### config.mk
export PLATFORM = sky130hd
export DESIGN_NAME = ex_mem_reg
export DESIGN_NICKNAME = d
export VERILOG_FILES = /design/src/rtl/ex_mem_reg.sv
export SDC_FILE = /design/constraint.sdc
export NUM_CORES = 1
export LEC_CHECK = 0
export CAP_MARGIN = 20
export CORE_MARGIN = 2
export CORE_UTILIZATION = 51
export DETAILED_ROUTE_END_ITERATION = 10
export GPL_TIMING_DRIVEN = 0
export PLACE_DENSITY = 0.78
export SLEW_MARGIN = 20
export SYNTH_ARGS = -nofsm -noshare
export SYNTH_HDL_FRONTEND = slang
export SYNTH_SLANG_ARGS = --single-unit
### constraint.sdc
create_clock -name clk -period 2.31 [get_ports clk]
set_input_delay 0.462 -clock clk [delete_from_list [all_inputs] [get_ports clk]]
set_output_delay 0.462 -clock clk [all_outputs]
set_load 0.02 [all_outputs]
### src/rtl/ex_mem_reg.sv
// EX/MEM pipeline register: two-entry skid buffer between EXECUTE and MEMORY with
// valid/ready handshake and branch-taken select for the fetch PC mux.
module ex_mem_reg #(
    parameter int unsigned DATA_W = 32,
    parameter int unsigned REG_W  = 5
) (
    input  logic              clk,
    input  logic              rst_n,
    input  logic              flush,
    input  logic              ex_valid,
    output logic              ex_ready,
    input  logic [DATA_W-1:0] ex_add_result,
    input  logic [DATA_W-1:0] ex_alu_result,
    input  logic              ex_zero,
    input  logic [DATA_W-1:0] ex_rdata2,
    input  logic [REG_W-1:0]  ex_write_reg,
    input  logic [1:0]        ex_wb,
    input  logic [2:0]        ex_m,
    output logic              mem_valid,
    input  logic              mem_ready,
    output logic [DATA_W-1:0] mem_add_result,
    output logic [DATA_W-1:0] mem_alu_result,
    output logic              mem_zero,
    output logic [DATA_W-1:0] mem_rdata2,
    output logic [REG_W-1:0]  mem_write_reg,
    output logic [1:0]        mem_wb,
    output logic [2:0]        mem_m,
    output logic              mem_pcsrc
);

    typedef struct packed {
        logic [DATA_W-1:0] add_result;
        logic [DATA_W-1:0] alu_result;
        logic              zero;
        logic [DATA_W-1:0] rdata2;
        logic [REG_W-1:0]  write_reg;
        logic [1:0]        wb;
        logic [2:0]        m;
    } bundle_t;

    typedef enum logic [1:0] {
        StEmpty,
        StOne,
        StTwo
    } state_e;

    state_e  state_q, state_d;
    bundle_t main_q, main_d;
    bundle_t skid_q, skid_d;
    bundle_t ex_bundle;
    logic    xfer_in, xfer_out;

    assign ex_bundle = '{
        add_result: ex_add_result,
        alu_result: ex_alu_result,
        zero:       ex_zero,
        rdata2:     ex_rdata2,
        write_reg:  ex_write_reg,
        wb:         ex_wb,
        m:          ex_m
    };

    // Both handshake outputs come straight from state, so mem_ready never reaches ex_ready.
    assign ex_ready  = (state_q != StTwo);
    assign mem_valid = (state_q != StEmpty);
    assign xfer_in   = ex_valid & ex_ready;
    assign xfer_out  = mem_valid & mem_ready;

    always_comb begin
        state_d = state_q;
        main_d  = main_q;
        skid_d  = skid_q;
        if (flush) begin
            state_d = StEmpty;
        end else begin
            case (state_q)
                StEmpty: begin
                    if (xfer_in) begin
                        main_d  = ex_bundle;
                        state_d = StOne;
                    end
                end
                StOne: begin
                    if (xfer_in && xfer_out) begin
                        main_d = ex_bundle;
                    end else if (xfer_out) begin
                        state_d = StEmpty;
                    end else if (xfer_in) begin
                        skid_d  = ex_bundle;
                        state_d = StTwo;
                    end
                end
                StTwo: begin
                    if (xfer_out) begin
                        main_d  = skid_q;
                        state_d = StOne;
                    end
                end
                default: state_d = StEmpty;
            endcase
        end
    end

    always_ff @(posedge clk or negedge rst_n) begin
        if (!rst_n) begin
            state_q <= StEmpty;
            main_q  <= '0;
            skid_q  <= '0;
        end else begin
            state_q <= state_d;
            main_q  <= main_d;
            skid_q  <= skid_d;
        end
    end

    assign mem_add_result = main_q.add_result;
    assign mem_alu_result = main_q.alu_result;
    assign mem_zero       = main_q.zero;
    assign mem_rdata2     = main_q.rdata2;
    assign mem_write_reg  = main_q.write_reg;
    // Control fields are masked so a stale payload after flush cannot write or branch.
    assign mem_wb         = mem_valid ? main_q.wb : 2'b00;
    assign mem_m          = mem_valid ? main_q.m : 3'b000;
    assign mem_pcsrc      = mem_valid & main_q.m[2] & main_q.zero;

endmodule

==> metrics, run 1 <==
Iter 0 DRT Violations 119; die area 0.0214 sq mm; Achievable Freq 0.461 GHz; initial antenna violation count 0; Post-Syn Area 0.0103 sq mm; Peak VDD IR 0.000594 V; CTS sink cnt 216; Slew @ Worst Pin 497 ps; critical path launch point type flop; pin count of the biggest net entering global routing 97; max-cap violations 0; worst setup margin 143 ps; min cycle time layout 2170 ps; layout cells sized above 1 48.6%; worst hold-check path type input port to async pin; total power draw 12.2 mW; Initial Utilization 51.4%; Root Buffer clkbuf_16; Die Ht 146 microns; post-layout util 68.3%; CTS Buffer Depth 3; Total Routing Usage GR 19.8%; Rows 52; kind of critical path flop to output pin; Avg Inst Size Synth 14.8 sq um; CP bufs+invs 1; CTS tree yes; status finished clean; Setup WS pre-CTS -382 ps; commonest non-fill, non-tap cell in the layout mux2_2; synthesized instance count 696; Critical Path Slowest Stage Cell dfrtp_1; number of global-route vias before repair 6538; Final Hold Slack 436 ps; DR vias/cell 4.94; r2r setup slk 240 ps; skew final 12.8 ps; Area Overhead vs Synth 32.8%; htree depth 1; Yosys reg bits 216; RSZ-0062 raised after global routing no; worst skew pair latency 500 ps; via count 6068; Die X 146 microns; Post-Syn Nets 808; GP Congestion 0.701; DRT Pass-1 Iters 4; WP data required 1850 ps; Core ar. 0.0200 sq mm; pwr dens 890 mW/mm^2; remaining antenna violation count 0; sequential fraction of the synthesis area 52.4%; PortBufs 221; Netlist cell types 24; YS warnings 0; diode count 0; register bank with the most flops skid_q; Overflow after GRT 0; # IOs 222; post-DP HPWL 14800 microns; worst-path maximum fanout 7; slowest stage delay, CP 430 ps; DRC 0; clock slew at reported path FFs 60 ps; WL final 21000 microns; first-pass GRT wire length 34200 microns; Rel. slew slack 66.8%; worst endpoint data arrival time 1710 ps; Leakage 6.01 nW; Nets 1059; CP endpoint kind output pin; CTS Buf Count 24; routed length per instance 17.1 microns; Cell Chain, Critical Path or2_4 -> and3_1 -> dlygate4sd2_1; CP delay by family, top simple AND/OR/NAND/NOR gates; Fin. Hold Viols 0; Slew Viols, Final 0; Fin Setup TNS 0 ps; Final setup viols 0; highest-count cells in the layout ignoring fill and taps mux2_2 (249), dfrtp_1 (216), clkdlybuf4s50_1 (212); Final period util 93.8%; max FFs per register 107
## cell families after synthesis
kind of cell    share of synthesized area [%]
compound gates                          0.340
buf+inv                                  9.82
simple gates                            0.935
mux                                      36.5
flops                                    52.4
## where the power goes
part / switching, mW / internal [mW] / total (mW)
Sequential: 0.453 / 4.71 / 5.16
Combinational: 1.26 / 2.09 / 3.35
Clock: 1.41 / 2.27 / 3.68
## metrics by stage
step,area (sq um),instances
floorplan,10300,696
global placement,12900,1187
detailed placement,12900,1189
CTS,13700,1228
global route,13700,1228
finish,13700,1228
## area by class of cell
cell class	count	area, sq um
repair buffers	226	2280
well taps	270	338
flip-flops and latches	216	5410
multi-input cells	342	3900
clock buffers	33	686
fillers	1522	6350
inverters	1	3.75
plain buffers	136	1000
clock inverters	4	70.1
## Yosys cell counts
| library cell | count | area [sq um] |
|---|---|---|
| a21oi_1 | 2 | 10.0 |
| a21oi_2 | 1 | 8.76 |
| and2_1 | 5 | 31.3 |
| and3_1 | 1 | 6.26 |
| buf_2 | 23 | 115 |
| buf_4 | 102 | 766 |
| buf_6 | 11 | 124 |
| clkbuf_1 | 1 | 3.75 |
| dfrtp_1 | 216 | 5410 |
| inv_2 | 1 | 3.75 |
| mux2_1 | 33 | 372 |
| mux2_2 | 249 | 2800 |
| mux2_4 | 39 | 586 |
| nand2_1 | 2 | 7.51 |
| nand2b_1 | 1 | 6.26 |
| nand3b_1 | 1 | 7.51 |
| nor2_1 | 1 | 3.75 |
| nor2b_1 | 1 | 6.26 |
| nor2b_2 | 1 | 8.76 |
| nor3_1 | 1 | 5.00 |
| nor3b_1 | 1 | 7.51 |
| o21a_1 | 1 | 7.51 |
| o22a_1 | 1 | 8.76 |
| or2_2 | 1 | 6.26 |
## worst reg2reg max path: stages (launching register included)
cell     delay (ps)
dfrtp_1         410
buf_4           150
nor2b_2         160
nor3b_1         180
buf_2           260
buf_4           250
buf_6           190
mux2_1          350
## routing by layer
layer | routed length (microns) | track usage (%)
met1 | 8970 | 25.4
met2 | 9930 | 32.7
met3 | 1780 | 7.03
met4 | 312 | 4.08
met5 | 0 | 0
## path summary, 6_finish.rpt
check | cells past startpoint | end | from
max | 3 | mem_pcsrc | state_q[0]$_DFFE_PN0P_
min | 2 | skid_q[62]$_DFFE_PN0P_ | rst_n
max reg2reg | 7 | skid_q[94]$_DFFE_PN0P_ | state_q[1]$_DFFE_PN0P_
min reg2reg | 1 | skid_q[100]$_DFFE_PN0P_ | skid_q[100]$_DFFE_PN0P_
max in group asynchronous | 4 | skid_q[8]$_DFFE_PN0P_ | rst_n
min in group clk | 1 | skid_q[100]$_DFFE_PN0P_ | skid_q[100]$_DFFE_PN0P_
## what timing repair did
item,CTS,global route
cloned,0,0
gates resized for setup,8,4
endpoints found under the hold margin,38,0
setup buffers,2,0
pin swaps,0,0
hold buffers,1,0
endpoints found under the setup margin,8,28
(Power assumes the default switching activity.)
==> inputs of run 2 (changes only) <==
--- a/config.mk
+++ b/config.mk
@@ -10,7 +10,7 @@
 export CORE_UTILIZATION = 51
 export DETAILED_ROUTE_END_ITERATION = 10
 export GPL_TIMING_DRIVEN = 0
-export PLACE_DENSITY = 0.78
+export PLACE_DENSITY_LB_ADDON = 0.2
 export SLEW_MARGIN = 20
 export SYNTH_ARGS = -nofsm -noshare
 export SYNTH_HDL_FRONTEND = slang
==> run 2 against run 1 <==
  * Combinational power is essentially flat
  * Sequential power is essentially flat
  * Fmax shrank 1.7%
  * Register-to-register slack gained 30 ps
  * Wire length shrank 2.7%
  * Sequential share of layout area shrank 0.30 points
  * Via count shrank 0.73%
  * Final area grew 0.77%
  * Final cell count grew 0.57%
  * Setup slack lost 38 ps
  * Global-route usage shrank 0.51 points
  * Largest cell class unchanged
  * Largest power group unchanged
  * Highest routed layer unchanged
==> metrics, run 2 (same netlist as run 1, synthesis figures left out) <==
register bank with the most flops skid_q (unchanged); clock power share 32.4% (was 30.2%); Leakage 6.06 nW (was 6.01 nW); Sw Pwr 3.21 mW (was 3.13 mW); commonest non-fill, non-tap cell in the layout mux2_2 (unchanged); htree depth 1 (unchanged); Root Buffer clkbuf_16 (unchanged); combinational power share 26.5% (was 27.5%); DRC 0 (unchanged); Slew @ Worst Pin 489 ps (was 497 ps); Total Routing Usage GR 19.3% (was 19.8%); layout cells sized above 1 49.3% (was 48.6%); WP data required 1850 ps (about the same); CTS Buf Count 24 (unchanged); GP Congestion 0.719 (was 0.701); CTS tree yes (unchanged); kind of critical path flop to output pin (unchanged); Post-Place Cell Area 0.0129 sq mm (unchanged); pin count of the biggest net entering global routing 96 (was 97); Peak VDD IR 0.000576 V (was 0.000594 V); Cell Chain, Critical Path nor2b_1 -> buf_6 -> buf_6 -> inv_2 -> dlygate4sd2_1 (was or2_4 -> and3_1 -> dlygate4sd2_1); routed length per instance 16.5 microns (was 17.1 microns); Layout Cells excl Fill 1235 (was 1228); die area 0.0214 sq mm (unchanged); CP delay by family, top buffers and inverters (was simple AND/OR/NAND/NOR gates); RSZ-0062 raised after global routing no (unchanged); Achievable Freq 0.453 GHz (was 0.461 GHz); CP endpoint kind output pin (unchanged); skew final 5.87 ps (was 12.8 ps); min cycle time layout 2210 ps (was 2170 ps); switching share of power 25.6% (about the same); clock slew at reported path FFs 60 ps (about the same); number of global-route vias before repair 6486 (was 6538); Final period util 95.5% (was 93.8%); diode count 0 (unchanged); CTS sink cnt 216 (unchanged); worst-path maximum fanout 10 (was 7); Overflow after GRT 0 (unchanged); design area 0.0138 sq mm (was 0.0137 sq mm); Initial Utilization 51.4% (unchanged); Nets 1059 (unchanged); initial antenna violation count 1 (was 0); worst skew pair latency 500 ps (about the same); max-cap violations 0 (unchanged); cell internal pwr 9.34 mW (was 9.06 mW); worst hold-check path type input port to async pin (unchanged); status finished clean (unchanged); placed cells 1189 (unchanged); Rows 52 (unchanged); WL final 20400 microns (was 21000 microns); slowest stage delay, CP 430 ps (about the same); max FFs per register 107 (unchanged); Slew Viols, Final 0 (unchanged); Critical Path Slowest Stage Cell dfrtp_1 (unchanged); CTS Buffer Depth 3 (unchanged); Seq pwr share 41.1% (was 42.3%); highest-count cells in the layout ignoring fill and taps mux2_2 (249), dfrtp_1 (216), clkdlybuf4s50_1 (212) (unchanged); Area Overhead vs Synth 33.8% (was 32.8%); Final setup viols 0 (unchanged); Die X 146 microns (unchanged); post-DP HPWL 14200 microns (was 14800 microns); Core ar. 0.0200 sq mm (unchanged); DRT Pass-1 Iters 4 (unchanged); via count 6024 (was 6068); # IOs 222 (unchanged); critical path launch point type flop (unchanged); Iter 0 DRT Violations 102 (was 119); first-pass GRT wire length 33500 microns (was 34200 microns); total power draw 12.5 mW (was 12.2 mW); PortBufs 221 (unchanged); CP dominant cell by count buf_6; remaining antenna violation count 0 (unchanged); pwr dens 909 mW/mm^2 (was 890 mW/mm^2); Rel. slew slack 67.4% (was 66.8%); worst endpoint data arrival time 1740 ps (was 1710 ps); DR vias/cell 4.88 (was 4.94); Fin. Hold Viols 0 (unchanged); CP bufs+invs 4 (was 1); Die Ht 146 microns (unchanged)
run 2: changes by cell type in the layout (fill, tap and decap cells not counted), sizes merged:
cell         change
bufinv           +2
clkbuf           -4
clkinv           +7
clkinvlp         +1
dlygate4sd2      +1
run 2: area by class of cell:
class                      instances  area (sq um)
inverter                           1          3.75
buffer                           136          1000
fill                            1500          6240
multi-input combinational        342          3900
clock buffer                      30           684
clock inverter                    14           173
timing repair buffer             226          2290
tap                              270           338
sequential                       216          5410
run 2: final timing paths:
path | from | end | slack [ps] | cells after the start
worst min-delay path | rst_n | mem_alu_result[5]$_DFFE_PN0P_ | 430 | 2
worst min register to register | skid_q[93]$_DFFE_PN0P_ | skid_q[93]$_DFFE_PN0P_ | 480 | 1
worst max register to register | state_q[1]$_DFFE_PN0P_ | mem_alu_result[0]$_DFFE_PN0P_ | 270 | 7
max in group asynchronous | rst_n | skid_q[18]$_DFFE_PN0P_ | 1090 | 3
min in group clk | skid_q[93]$_DFFE_PN0P_ | skid_q[93]$_DFFE_PN0P_ | 480 | 1
worst max-delay path | state_q[0]$_DFFE_PN0P_ | ex_ready | 100 | 5
run 2: repair_timing:
action,CTS,global route
buffers inserted,2,0
resized for setup,8,2
hold buffers,1,0
endpoints found under the setup margin,8,7
hold endpoints to repair,36,0
run 2: metrics by stage:
stage	setup slack (ps)	utilization, %	TNS, ps	hold slack, ps
after floorplan	592	-	0	166
after global placement	-8640	64.2	-1903620	462
after detailed placement	-372	64.5	-47010	369
after CTS	2.55	68.8	0	436
after global routing	4.46	68.9	0	462
final	104	68.9	0	432
run 2: power groups by stage:
stage | clock (mW) | combinational, mW | sequential [mW]
after floorplan | 0 | 2.14 | 5.08
after global placement | 0 | 3.30 | 5.18
after detailed placement | 0 | 3.37 | 5.21
after CTS | 4.16 | 3.38 | 5.16
after global routing | 4.31 | 3.56 | 5.28
final | 4.06 | 3.33 | 5.16
run 2: metal layers:
metal  GRT usage, %  part of all wire, %
met1           25.3                   43
met2           31.8                   47
met3           5.81                  7.6
met4           4.32                  1.9
met5              0                    0
==> inputs of run 3 (changes only) <==
==> constraint.sdc (replaced) <==
create_clock -name clk -period 2.1 [get_ports clk]
set_input_delay 0.42 -clock clk [delete_from_list [all_inputs] [get_ports clk]]
set_output_delay 0.42 -clock clk [all_outputs]
set_load 0.02 [all_outputs]
==> run 3 against run 2 <==
  * Sequential share of layout area fell by 0.053 points
  * First-iteration DRC count up 6.9%
  * Hold slack got worse by 41 ps
  * Die area is the same
  * Flip-flop and latch count unchanged
  * Clock power increased by 9.6%
  * Core utilization grew 0.094 points
  * Combinational power rose by 10%
  * Critical path type unchanged
==> metrics, run 3 (same netlist as run 1, synthesis figures left out) <==
CTS Buf Count 24 (unchanged); skew final 5.87 ps (about the same); CP endpoint mem_wb[0] (was ex_ready); highest-count cells in the layout ignoring fill and taps mux2_2 (249), dfrtp_1 (216), clkdlybuf4s50_1 (212) (unchanged); Slew @ Worst Pin 488 ps (was 489 ps); Core ar. 0.0200 sq mm (unchanged); diode count 0 (unchanged); Slew Viols, Final 0 (unchanged); Final period util 97.4%; htree depth 1 (unchanged); max FFs per register 107 (unchanged); DRC 0 (unchanged); layout cells sized above 1 50.4% (was 49.3%); PortBufs 221 (unchanged); Peak VDD IR 0.000633 V (was 0.000576 V); CTS tree yes (unchanged); design area 0.0138 sq mm (about the same); via count 6037 (was 6024); max-cap violations 0 (unchanged); placed cells 1189 (unchanged); worst hold-check path type input port to async pin (unchanged); DRT Pass-1 Iters 4 (unchanged); CP endpoint kind output pin (unchanged); status finished clean (unchanged); Final setup viols 0 (unchanged); worst endpoint data arrival time 1630 ps (was 1740 ps); Fin. Hold Viols 0 (unchanged); GP Congestion 0.719 (unchanged); remaining antenna violation count 0 (unchanged); die area 0.0214 sq mm (unchanged); met2 Use GR 32.0% (was 31.8%); DR vias/cell 4.87 (was 4.88); reg2reg end skid_q[87]$_DFFE_PN0P_ (was mem_alu_result[0]$_DFFE_PN0P_); Initial Utilization 51.4% (unchanged); pwr dens 999 mW/mm^2 (was 909 mW/mm^2); Rel. slew slack 67.5% (was 67.4%); worst skew pair latency 500 ps (about the same); Achievable Freq 0.489 GHz; Nets 1063 (was 1059); CTS sink cnt 216 (unchanged); RR Startpoint state_q[1]$_DFFE_PN0P_ (unchanged); # IOs 222 (unchanged); kind of critical path flop to output pin (unchanged); r2r setup slk 150 ps (was 270 ps); Layout Cells excl Fill 1239 (was 1235); Area Overhead vs Synth 34.0% (was 33.8%); Worst setup startpoint state_q[0]$_DFFE_PN0P_ (unchanged); critical path launch point type flop (unchanged); CTS Buffer Depth 3 (unchanged); number of global-route vias before repair 6513 (was 6486); Rows 52 (unchanged); WL final 20400 microns (about the same); RSZ-0062 raised after global routing yes (was no); worst-case reg-to-reg path depth 7 (unchanged); total power draw 13.8 mW (was 12.5 mW); Post-Place Cell Area 0.0129 sq mm (unchanged); met1 GRT Util 25.3% (about the same); Die Ht 146 microns (unchanged); post-DP HPWL 14200 microns (unchanged); Iter 0 DRT Violations 109 (was 102); first-pass GRT wire length 33600 microns (was 33500 microns); min cycle time layout 2050 ps; commonest non-fill, non-tap cell in the layout mux2_2 (unchanged); GR met3 Demand/Resource 5.84% (was 5.81%); Total Routing Usage GR 19.3% (about the same); Final Hold Slack 391 ps (was 432 ps); worst-path maximum fanout 7 (was 10); Root Buffer clkbuf_16 (unchanged); register bank with the most flops skid_q (unchanged); clock slew at reported path FFs 60 ps (about the same); WP data required 1680 ps (was 1850 ps); pin count of the biggest net entering global routing 96 (unchanged); routed length per instance 16.5 microns (about the same); Overflow after GRT 0 (unchanged); Leakage 6.07 nW (was 6.06 nW); Die X 146 microns (unchanged); initial antenna violation count 1 (unchanged); layer with the highest usage met2 (unchanged)
run 3: changes by cell type in the layout (fill, tap and decap cells not counted):
cell	before	now
buf_2	23	25
dlygate4sd2_1	8	1
clkdlybuf4s15_2	0	1
nor2b_2	1	2
nor2b_1	1	0
clkbuf_2	0	3
buf_4	104	108
buf_6	11	12
run 3: worst min path at each step:
stage	from	to	slack (ps)	cells past startpoint
6_report	rst_n	mem_alu_result[5]$_DFFE_PN0P_	390	2
5_1_grt	rst_n	mem_alu_result[8]$_DFFE_PN0P_	420	2
4_1_cts	rst_n	skid_q[47]$_DFFE_PN0P_	390	2
3_5_place_dp	rst_n	mem_alu_result[4]$_DFFE_PN0P_	330	1
3_3_place_gp	skid_q[98]$_DFFE_PN0P_	skid_q[98]$_DFFE_PN0P_	460	1
2_1_floorplan	rst_n	main_q[0]$_DFFE_PN0P_	120	0
run 3: layer usage:
layer	share of wire, %	up-vias
li1	-	2850
met1	43	2993
met2	47	168
met3	7.5	26
met4	1.8	0
met5	0	-
run 3: cell type report:
type | instances | area (sq um)
flip-flops and latches | 216 | 5410
well taps | 270 | 338
fillers | 1494 | 6220
repair buffers | 230 | 2300
clock inverters | 14 | 173
clock buffers | 30 | 684
inverters | 1 | 3.75
plain buffers | 136 | 1010
multi-input cells | 342 | 3910
run 3: where the power goes:
part	leakage, nW	internal, mW	switching, mW
sequential	2.60	5.18	0.492
clock	0.430	2.79	1.66
combinational	3.04	2.30	1.37
total	6.07	10.3	3.52
run 3: stage by stage:
step	setup TNS [ps]	setup WS (ps)	util [%]
after floorplan	0	424	-
after global placement	-1975880	-8810	64.2
after detailed placement	-82990	-540	64.5
after CTS	0	5.25	69.0
after global routing	-5.32	-5.32	68.9
final	0	54.9	68.9
run 3: worst max-delay path: stages, from the launching register on:
cell and delay, ps:
dfrtp_1 410, or2_4 290, and2_1 170, clkdlybuf4s15_2 260
run 3: timing repair:
item                                   in CTS  in global routing
hold buffers                                1                  0
setup buffers                               3                  3
endpoints found under the hold margin      36                  0
pin swaps                                   0                  1
setup endpoints to repair                  32                136
resized for setup                          21                 11
